--- config.mk ---
export PLATFORM = sky130hd
export DESIGN_NAME = act_arbiter_flat
export DESIGN_NICKNAME = d
export VERILOG_FILES = /design/src/rtl/act_arbiter_pkg.sv /design/src/rtl/act_arbiter_if.sv /design/src/rtl/Activation.sv /design/src/rtl/rr_arbiter.sv /design/src/rtl/act_arbiter.sv /design/src/flat_wrapper.sv
export SDC_FILE = /design/constraint.sdc
export NUM_CORES = 1
export LEC_CHECK = 0
export ABC_AREA = 0
export BUFFER_PORTS_ARGS = -buffer_cell sky130_fd_sc_hd__buf_4
export CAP_MARGIN = 20
export CORE_AREA = 2 2 87 89
export CTS_CLUSTER_SIZE = 14
export DETAILED_ROUTE_END_ITERATION = 8
export DIE_AREA = 0 0 89 91
export GPL_TIMING_DRIVEN = 0
export PLACE_DENSITY_LB_ADDON = 0.1
export SYNTH_ARGS = -nofsm -noshare
export SYNTH_HDL_FRONTEND = slang
export SYNTH_HIERARCHICAL = 1
export SYNTH_SLANG_ARGS = --single-unit
--- constraint.sdc ---
create_clock -name clk -period 8 [get_ports clk]
set_input_delay 0.8 -clock clk [delete_from_list [all_inputs] [get_ports clk]]
set_output_delay 0.8 -clock clk [all_outputs]
set_load 0.02 [all_outputs]
--- src/rtl/act_arbiter_pkg.sv ---
// Shared definitions for the activation arbiter slice.
// Holds the result-register FSM encoding, the default widths, and a helper
// that sizes requester-index fields. No ports (package).
package act_arbiter_pkg;

    typedef enum logic {
        EMPTY = 1'b0,   // no result held
        FULL  = 1'b1    // result held, res_valid=1
    } state_e;

    localparam int DEF_N_REQ = 4;
    localparam int DEF_DW    = 12;
    localparam int DEF_OW    = 5;
    localparam int DEF_CW    = 16;

    // Width of a requester index; never narrower than one bit.
    function automatic int idx_w(input int n);
        return (n > 1) ? $clog2(n) : 1;
    endfunction

endpackage

--- src/rtl/act_arbiter_if.sv ---
// Requester/result bus of the activation arbiter.
//   req_valid [N_REQ]      per-requester request valid
//   req_data  [N_REQ*DW]   operands, requester i at [i*DW +: DW]
//   req_ready [N_REQ]      one-hot accept strobe (combinational)
//   res_valid / res_ready  result handshake
//   res_data  [OW]         registered activation output
//   res_id    [IW]         requester that produced res_data
//   res_count [CW]         results consumed since reset
// master = requesters + consumer side, slave = arbiter.
interface act_arbiter_if
    import act_arbiter_pkg::*;
#(
    parameter int N_REQ = DEF_N_REQ,
    parameter int DW    = DEF_DW,
    parameter int OW    = DEF_OW,
    parameter int CW    = DEF_CW
) ();
    localparam int IW = idx_w(N_REQ);

    logic [N_REQ-1:0]    req_valid;
    logic [N_REQ*DW-1:0] req_data;
    logic [N_REQ-1:0]    req_ready;
    logic                res_valid;
    logic                res_ready;
    logic [OW-1:0]       res_data;
    logic [IW-1:0]       res_id;
    logic [CW-1:0]       res_count;

    modport master (
        output req_valid, req_data, res_ready,
        input  req_ready, res_valid, res_data, res_id, res_count
    );

    modport slave (
        input  req_valid, req_data, res_ready,
        output req_ready, res_valid, res_data, res_id, res_count
    );
endinterface

--- src/rtl/Activation.sv ---
// Activation unit: saturating ReLU from a signed DW-bit operand to an
// unsigned OW-bit result. Negative -> 0; magnitude beyond OW bits -> all
// ones; otherwise the low OW bits pass through. Requires DW >= OW+2.
//   data_in  [DW]  signed operand
//   data_out [OW]  activation result (combinational)
module Activation #(
    parameter int DW = 12,
    parameter int OW = 5
) (
    input  logic [DW-1:0] data_in,
    output logic [OW-1:0] data_out
);
    always_comb begin
        if (data_in[DW-1])
            data_out = '0;
        else if (|data_in[DW-2:OW])
            data_out = '1;
        else
            data_out = data_in[OW-1:0];
    end
endmodule

--- src/rtl/rr_arbiter.sv ---
// Round-robin grant: search starts one past last_grant (wrapping) and the
// first asserted request wins.
//   req        [N_REQ]  request vector
//   last_grant [IW]     index granted most recently
//   grant      [N_REQ]  one-hot grant, zero when no request
//   grant_idx  [IW]     index of the granted bit (0 when none)
module rr_arbiter
    import act_arbiter_pkg::*;
#(
    parameter  int N_REQ = DEF_N_REQ,
    localparam int IW    = idx_w(N_REQ)
) (
    input  logic [N_REQ-1:0] req,
    input  logic [IW-1:0]    last_grant,
    output logic [N_REQ-1:0] grant,
    output logic [IW-1:0]    grant_idx
);
    logic found;
    int   idx;

    always_comb begin
        grant     = '0;
        grant_idx = '0;
        found     = 1'b0;
        idx       = 0;
        // k=N_REQ wraps back to last_grant itself, so it is searched last.
        for (int k = 1; k <= N_REQ; k++) begin
            idx = (int'(last_grant) + k) % N_REQ;
            if (!found && req[IW'(idx)]) begin
                found              = 1'b1;
                grant[IW'(idx)]    = 1'b1;
                grant_idx          = IW'(idx);
            end
        end
    end
endmodule

--- src/rtl/act_arbiter.sv ---
// Shares one activation unit among N_REQ requesters. A round-robin winner
// is accepted whenever the single-entry result register is empty or being
// drained in the same cycle, so continuous traffic yields one result per
// cycle. res_count tallies consumed results and wraps.
//   clk, rst   clock, synchronous active-high reset
//   bus        act_arbiter_if.slave (request and result handshakes)
module act_arbiter
    import act_arbiter_pkg::*;
#(
    parameter int N_REQ = DEF_N_REQ,
    parameter int DW    = DEF_DW,
    parameter int OW    = DEF_OW,
    parameter int CW    = DEF_CW
) (
    input  logic          clk,
    input  logic          rst,
    act_arbiter_if.slave  bus
);
    localparam int IW = idx_w(N_REQ);

    state_e           state;
    logic [IW-1:0]    last_grant;
    logic [IW-1:0]    grant_idx;
    logic [IW-1:0]    res_id_q;
    logic [N_REQ-1:0] grant;
    logic [N_REQ-1:0] ready;
    logic             can_accept;
    logic             accept;
    logic [DW-1:0]    operand;
    logic [OW-1:0]    act_out;
    logic [OW-1:0]    res_data_q;
    logic [CW-1:0]    count_q;

    // Grant looks only at req_valid, never at operand data.
    rr_arbiter #(.N_REQ(N_REQ)) u_rr (
        .req        (bus.req_valid),
        .last_grant (last_grant),
        .grant      (grant),
        .grant_idx  (grant_idx)
    );

    assign can_accept = (state == EMPTY) || (state == FULL && bus.res_ready);
    assign ready      = (can_accept && !rst) ? grant : '0;
    // grant bits are only ever set for asserted req_valid bits
    assign accept     = |ready;

    assign operand = bus.req_data[int'(grant_idx)*DW +: DW];

    Activation #(.DW(DW), .OW(OW)) u_act (
        .data_in  (operand),
        .data_out (act_out)
    );

    always_ff @(posedge clk) begin
        if (rst) begin
            state      <= EMPTY;
            res_data_q <= '0;
            res_id_q   <= '0;
            count_q    <= '0;
            last_grant <= IW'(N_REQ-1);
        end else begin
            if (state == FULL && bus.res_ready)
                count_q <= count_q + 1'b1;

            case (state)
                EMPTY:   if (accept) state <= FULL;
                FULL:    if (bus.res_ready && !accept) state <= EMPTY;
                default: state <= EMPTY;
            endcase

            // Only an accept moves the result register and the RR pointer;
            // while stalled accept is 0, so the held result stays put.
            if (accept) begin
                res_data_q <= act_out;
                res_id_q   <= grant_idx;
                last_grant <= grant_idx;
            end
        end
    end

    assign bus.req_ready = ready;
    assign bus.res_valid = (state == FULL);
    assign bus.res_data  = res_data_q;
    assign bus.res_id    = res_id_q;
    assign bus.res_count = count_q;
endmodule

--- src/flat_wrapper.sv ---
// flat-port wrapper written by rule: the top's interface ports become plain ports
module act_arbiter_flat import act_arbiter_pkg::*;
#(
    parameter int N_REQ = DEF_N_REQ,
    parameter int DW    = DEF_DW,
    parameter int OW    = DEF_OW,
    parameter int CW    = DEF_CW
)
  (clk, rst, bus_req_valid, bus_req_data, bus_res_ready, bus_req_ready, bus_res_valid, bus_res_data, bus_res_id, bus_res_count);
  act_arbiter_if #(.N_REQ(N_REQ), .DW(DW), .OW(OW), .CW(CW)) bus_i ();
  input  logic clk;
  input  logic rst;
  input wire logic [$bits(bus_i.req_valid)-1:0] bus_req_valid;
  input wire logic [$bits(bus_i.req_data)-1:0] bus_req_data;
  input wire logic [$bits(bus_i.res_ready)-1:0] bus_res_ready;
  output wire logic [$bits(bus_i.req_ready)-1:0] bus_req_ready;
  output wire logic [$bits(bus_i.res_valid)-1:0] bus_res_valid;
  output wire logic [$bits(bus_i.res_data)-1:0] bus_res_data;
  output wire logic [$bits(bus_i.res_id)-1:0] bus_res_id;
  output wire logic [$bits(bus_i.res_count)-1:0] bus_res_count;
  assign bus_i.req_valid = bus_req_valid;
  assign bus_i.req_data = bus_req_data;
  assign bus_i.res_ready = bus_res_ready;
  assign bus_req_ready = bus_i.req_ready;
  assign bus_res_valid = bus_i.res_valid;
  assign bus_res_data = bus_i.res_data;
  assign bus_res_id = bus_i.res_id;
  assign bus_res_count = bus_i.res_count;
  act_arbiter #(.N_REQ(N_REQ), .DW(DW), .OW(OW), .CW(CW)) u_core (.clk(clk), .rst(rst), .bus(bus_i));
endmodule
-- Word level (Yosys, flattened, before mapping)
Cells that the tools add are included.
- $add $sub $neg: 5
- multipliers: 1
- divide/modulo/power cells: 0
- $lt $le $gt $ge: 8
- equality and inequality tests: 0
- shift-type cells: 1
- multiplexer cells: 37
- bitwise gates (word level): 4
- reduce and logical (&&, ||, !) cells: 18
- operator list (kind ; count):
    $shiftx 48x32->12 ; 1
    $mux 4 ; 5
    $mux 1 ; 17
    $add 16x1->16 const B ; 1
    $lt 2x4->1 const B ; 4
    $or 4x4->4 ; 3
    $logic_and 1x1->1 ; 10
    $mux 5 ; 2
    $bmux 1 s2 ; 4
    $demux 1 s2 ; 4
    $ge 2x1->1 const B ; 4
    $mux 2 ; 4
    $reduce_or 6->1 ; 1
    $logic_not 1->1 ; 5
    $add 2x1->2 const B ; 2
    $add 2x2->2 const B ; 2
    $mul 2x2->4 const B ; 1
    $reduce_or 4->1 ; 1
    $pmux 1 s2 ; 1
    $logic_or 1x1->1 ; 1
    $not 1->1 ; 1
- register bits: 26
- bits in latches: 0
- RAM bits: 0
- memory bits (read-only): 0
- word-level logic and storage cells: 79
- memories kept: 0

-- Logic depth before layout (Yosys ltp)
- word-level depth: 20
- depth in mapped cells: 15

-- Hierarchy
The synthesis kept the hierarchy.
- by module, submodules not included (module ; times used ; cells an instance ; area each (sq um) ; seq. area each (sq um)):
    act_arbiter ; 1 ; 141 ; 1410.1 ; 520.5
    rr_arbiter ; 1 ; 76 ; 604.3 ; 0.0
    Activation ; 1 ; 11 ; 71.3 ; 0.0

-- Least setup slack after synthesis
Ideal clock, no wire load.
- path kind: reg-to-reg
- start: register u_core.last_grant[0]
- end: register u_core.res_data_q[4] (netlist: u_core/bus.res_data[4])
- setup time: 0.128 ns
- arrival time: 3.820 ns
- required time: 7.872 ns
- path slack: 4.053 ns
- stages on the path, launching flop included: 14
- path buffers: 4
- period minus slack after synthesis: 3.947 ns
- cell sequence: dfxtp_1 > buf_4 > inv_2 > ha_1 > clkbuf_1 > mux2_2 > a221oi_1 > clkbuf_1 > buf_2 > mux4_2 > nor4_4 > a21oi_1 > mux2i_1 > nor2_1
- cells in the longest elaborated chain, start to end: 19
- elaborated cells on any way between the ends: 63
- classes of those cells: add/sub: 4; mul: 1; order compare: 8; shift: 1; mux: 34; bitwise: 3; reduce/logical: 12
- ends and longest elaborated chain (item ; RTL line ; text):
    start: declaration ; act_arbiter.sv:22 ; logic [IW-1:0] last_grant;
    start signal: assignment ; act_arbiter.sv:60 ; last_grant <= IW'(N_REQ-1);
    start signal: assignment ; act_arbiter.sv:76 ; last_grant <= grant_idx;
    $add 2x1->2 ; rr_arbiter.sv:28 ; idx = (int'(last_grant) + k) % N_REQ;
    $bmux 1 s2 ; rr_arbiter.sv:29 ; if (!found && req[IW'(idx)]) begin
    $mux 1 (implied by the code) (2 in a row) ; rr_arbiter.sv:29 ;
    $mux 1 ; rr_arbiter.sv:29 ;
    $logic_not 1->1 ; rr_arbiter.sv:29 ;
    $logic_and 1x1->1 ; rr_arbiter.sv:29 ;
    $mux 1 ; rr_arbiter.sv:29 ;
    $logic_not 1->1 ; rr_arbiter.sv:29 ;
    (+5 left out) ; n/a ;
    via u_core.grant_idx[0] ; act_arbiter.sv:23 ; logic [IW-1:0] grant_idx;
    $mul 2x2->4 (*) ; act_arbiter.sv:47 ; assign operand = bus.req_data[int'(grant_idx)*DW +: DW];
    $shiftx 48x32->12 (*) ; act_arbiter.sv:47 ;
    via u_core.operand[8] ; act_arbiter.sv:29 ; logic [DW-1:0] operand;
    $reduce_or 6->1 (*) ; Activation.sv:16 ; else if (|data_in[DW-2:OW])
    $mux 5 (*) ; Activation.sv:16 ;
    $mux 5 (*) ; Activation.sv:14 ; if (data_in[DW-1])
    via u_core.act_out[4] ; act_arbiter.sv:30 ; logic [OW-1:0] act_out;
    end signal: assignment ; act_arbiter.sv:74 ; res_data_q <= act_out;
    end: declaration ; act_arbiter.sv:31 ; logic [OW-1:0] res_data_q;
Mark *: on every way through the listed nets, which the timed path passes. The rest lies on a longest branch. The select of a mux whose other input is x is not followed.
A chain may end at the register's enable or synchronous reset.

-- Worst setup path after layout
- start: register u_core.last_grant[0]
- end: register u_core.res_data_q[0] (netlist: u_core/bus.res_data[0])
Same word-level chain as after synthesis.

==> flow_metrics.tcl <==
set metrics [dict create \
    cts_tree "yes" \
    fin_tns_setup_ns 0 \
    diodes 0 \
    crit_start "u_core/last_grant[0]" \
    antenna_found_initial 0 \
    yosysTopAreaCell "dfxtp_1" \
    cts.sinks 26 \
    vias 2004 \
    synth.area.top_cells "dfxtp_1 (25%), mux4_2 (15%), ha_1 (5.4%), nor2_1 (5.4%), mux2i_1 (4.3%)" \
    rsz0062_at_grt "false" \
    place_inst 409 \
    synth-edff-count 0 \
    syn_avg_cell_area_um2 9.15 \
    rows 31 \
    synth_top_flop_cell "dfxtp_1" \
    relSlewSlack 0.609 \
    status "finished, final reports clean" \
    antenna_left 0 \
    ys_ff_latch 26 \
    yosys-top-cells-count "nor2_1 (30), dfxtp_1 (26), mux4_2 (14)" \
    ys_warn_count 6 \
    nets 379 \
    track_usage 0.147 \
    ys_types 50 \
    core_um2 7140 \
    clk_pin_slew_ns 0.08 \
    drt_first_pass_iters 4 \
    first_iter_violations 71 \
    grt_pass1_wl_um 9750 \
    startpoint_type "register" \
    worstPathRequired_ns 8.14 \
    cts_buffers 3 \
    synthArstFlopShare 0 \
    regToRegSetupSlack_ns 3.51 \
    synth_cells 228 \
    viasPerCell 4.86 \
    wl_um 5730 \
    die_area_um2 8100 \
    synth.top_cell.area_share 0.250 \
    place_hpwl_um 4460 \
    critPathKind "reg -> reg" \
    drc_errors 0 \
    peakVddDrop_uv 118 \
    multiInputGateArea_um2 1490 \
    synthToLayoutAreaGrowth_pct 37.4 \
    fmax_ghz 0.223 \
    hold_slack_ns 0.500 \
    drive_gt1_frac 0.383 \
    setup_viol 0 \
    drv_cap 0 \
    finalCriticalPeriod_ns 4.49 \
    hold_violations 0 \
    cts-root-buf "clkbuf_8" \
    worst_pin_slew_ns 0.586 \
    h-tree-depth 1 \
    regArea_um2 520 \
    worst-endpoint-arrival_ns 4.63 \
    avgRoutedWirePerCell_um 13.9 \
    power.total_w 0.000688 \
    cts.path.max_buffers 2 \
    fillers 780 \
    p_per_area_nw_per_um2 240 \
    start_util 0.292 \
    cts_resized 0 \
    r2r-end "u_core/bus.res_data[0]" \
    cts_setup_buffers 0 \
    end_kind "register" \
    ctsHoldBuffers 0 \
    fin_skew_ns 0.00881 \
    die_h_um 91 \
    slew_viol_final 0 \
    critical_path_peak_fanout 10 \
    netlist_area_um2 2090 \
    fin_cells 412 \
    clkLatencyLatePin_ns 0.27 \
    r2r-start "u_core/last_grant[0]" \
    r2r_cells 13 \
    port_buffers 82 \
    first_global_vias 2082 \
    yosysMostFrequentCell "nor2_1" \
    hold_path_class "reg -> reg" \
    ys_seq_area_frac 0.250 \
    gp_congestion 0.794 \
    synth_nets 292 \
    finalCritPeriodShare 0.561 \
    p_leak_nw 1.18 \
    critPathCapture "u_core/bus.res_data[0]" \
    grt_max_degree 14 \
    die-width_um 89 \
    grt_overflow_total 0 \
    ios 83 \
]
## logic make-up after synthesis
kind of cell	after synthesis	share of synthesized area
flip-flops	26	0.250
XOR/XNOR	10	0.0420
buffers and inverters	16	0.0372
AND/OR/NAND/NOR	102	0.271
multiplexers	27	0.216
adder cells (fa/ha/maj)	9	0.0540
AO/OA/AOI/OAI	38	0.130
## stage by stage
step	worst slack [ns]	util	area (µm²)
after floorplan	4.05	-	2090
after global placement	3.45	0.396	2830
after detailed placement	3.45	0.396	2830
after CTS	3.44	0.402	2870
after global routing	3.02	0.402	2870
final	3.51	0.402	2870
## worst max-delay path, stage by stage, from the launching register on
cell and delay (ns):
dfxtp_1 0.56, buf_4 0.25, inv_2 0.10, ha_1 0.36, clkbuf_1 0.41, mux2_2 0.39
a221oi_1 0.29, clkbuf_1 0.32, buf_2 0.39, mux4_2 0.58, nor4_4 0.40, a21oi_1 0.12
mux2i_1 0.15, nor2_1 0.05
## flip-flops by register name (all words and copies together), names as in the netlist
signal                flops
u_core/bus.res_data       5
u_core/bus.res_valid      1
u_core/bus.res_count     16
u_core/last_grant         2
u_core/bus.res_id         2
## cells in the final DEF (no fill, tap or decap), types with 8 or more instances in the layout
cell and instances:
dfxtp_1 26, nand2_1 11, ha_1 9, mux4_2 14
mux2i_1 9, buf_4 85, nor2_1 30, nand3_1 9
a21oi_1 12, nor3_1 8
## cell type report
class	instances	share of cell area
Timing Repair Buffer	82	0.215
Sequential cell	26	0.182
Inverter	2	0.00262
Clock buffer	3	0.0144
Tap cell	99	0.0432
Buffer	14	0.0244
Multi-Input combinational cell	186	0.519
## worst min path at each step
| stage | from | end | slack [ns] | cells after the start |
|---|---|---|---|---|
| final | u_core/bus.res_data[0] | u_core/bus.res_data[0] | 0.50 | 2 |
| after global routing | u_core/bus.res_count[9] | u_core/bus.res_count[9] | 0.55 | 2 |
| after CTS | u_core/bus.res_data[0] | u_core/bus.res_data[0] | 0.51 | 2 |
| after detailed placement | u_core/bus.res_data[0] | u_core/bus.res_data[0] | 0.49 | 2 |
| after global placement | u_core/bus.res_data[1] | u_core/bus.res_data[1] | 0.48 | 2 |
| after floorplan | u_core/bus.res_count[1] | u_core/bus.res_count[1] | 0.55 | 2 |
## power breakdown
part,switching [W],internal (W),total [W]
logic,0.000226,0.000210,0.000435
clock network,0.0000402,0.0000337,0.0000740
registers,0.0000265,0.000152,0.000179
## metal layers
layer,vias to the layer above,share of wire,track usage
li1,1027,-,-
met1,933,0.46,0.198
met2,38,0.50,0.248
met3,6,0.031,0.0155
met4,0,0.011,0.0373
met5,-,0,0
Note: power is estimated with default switching activity, not from simulation.
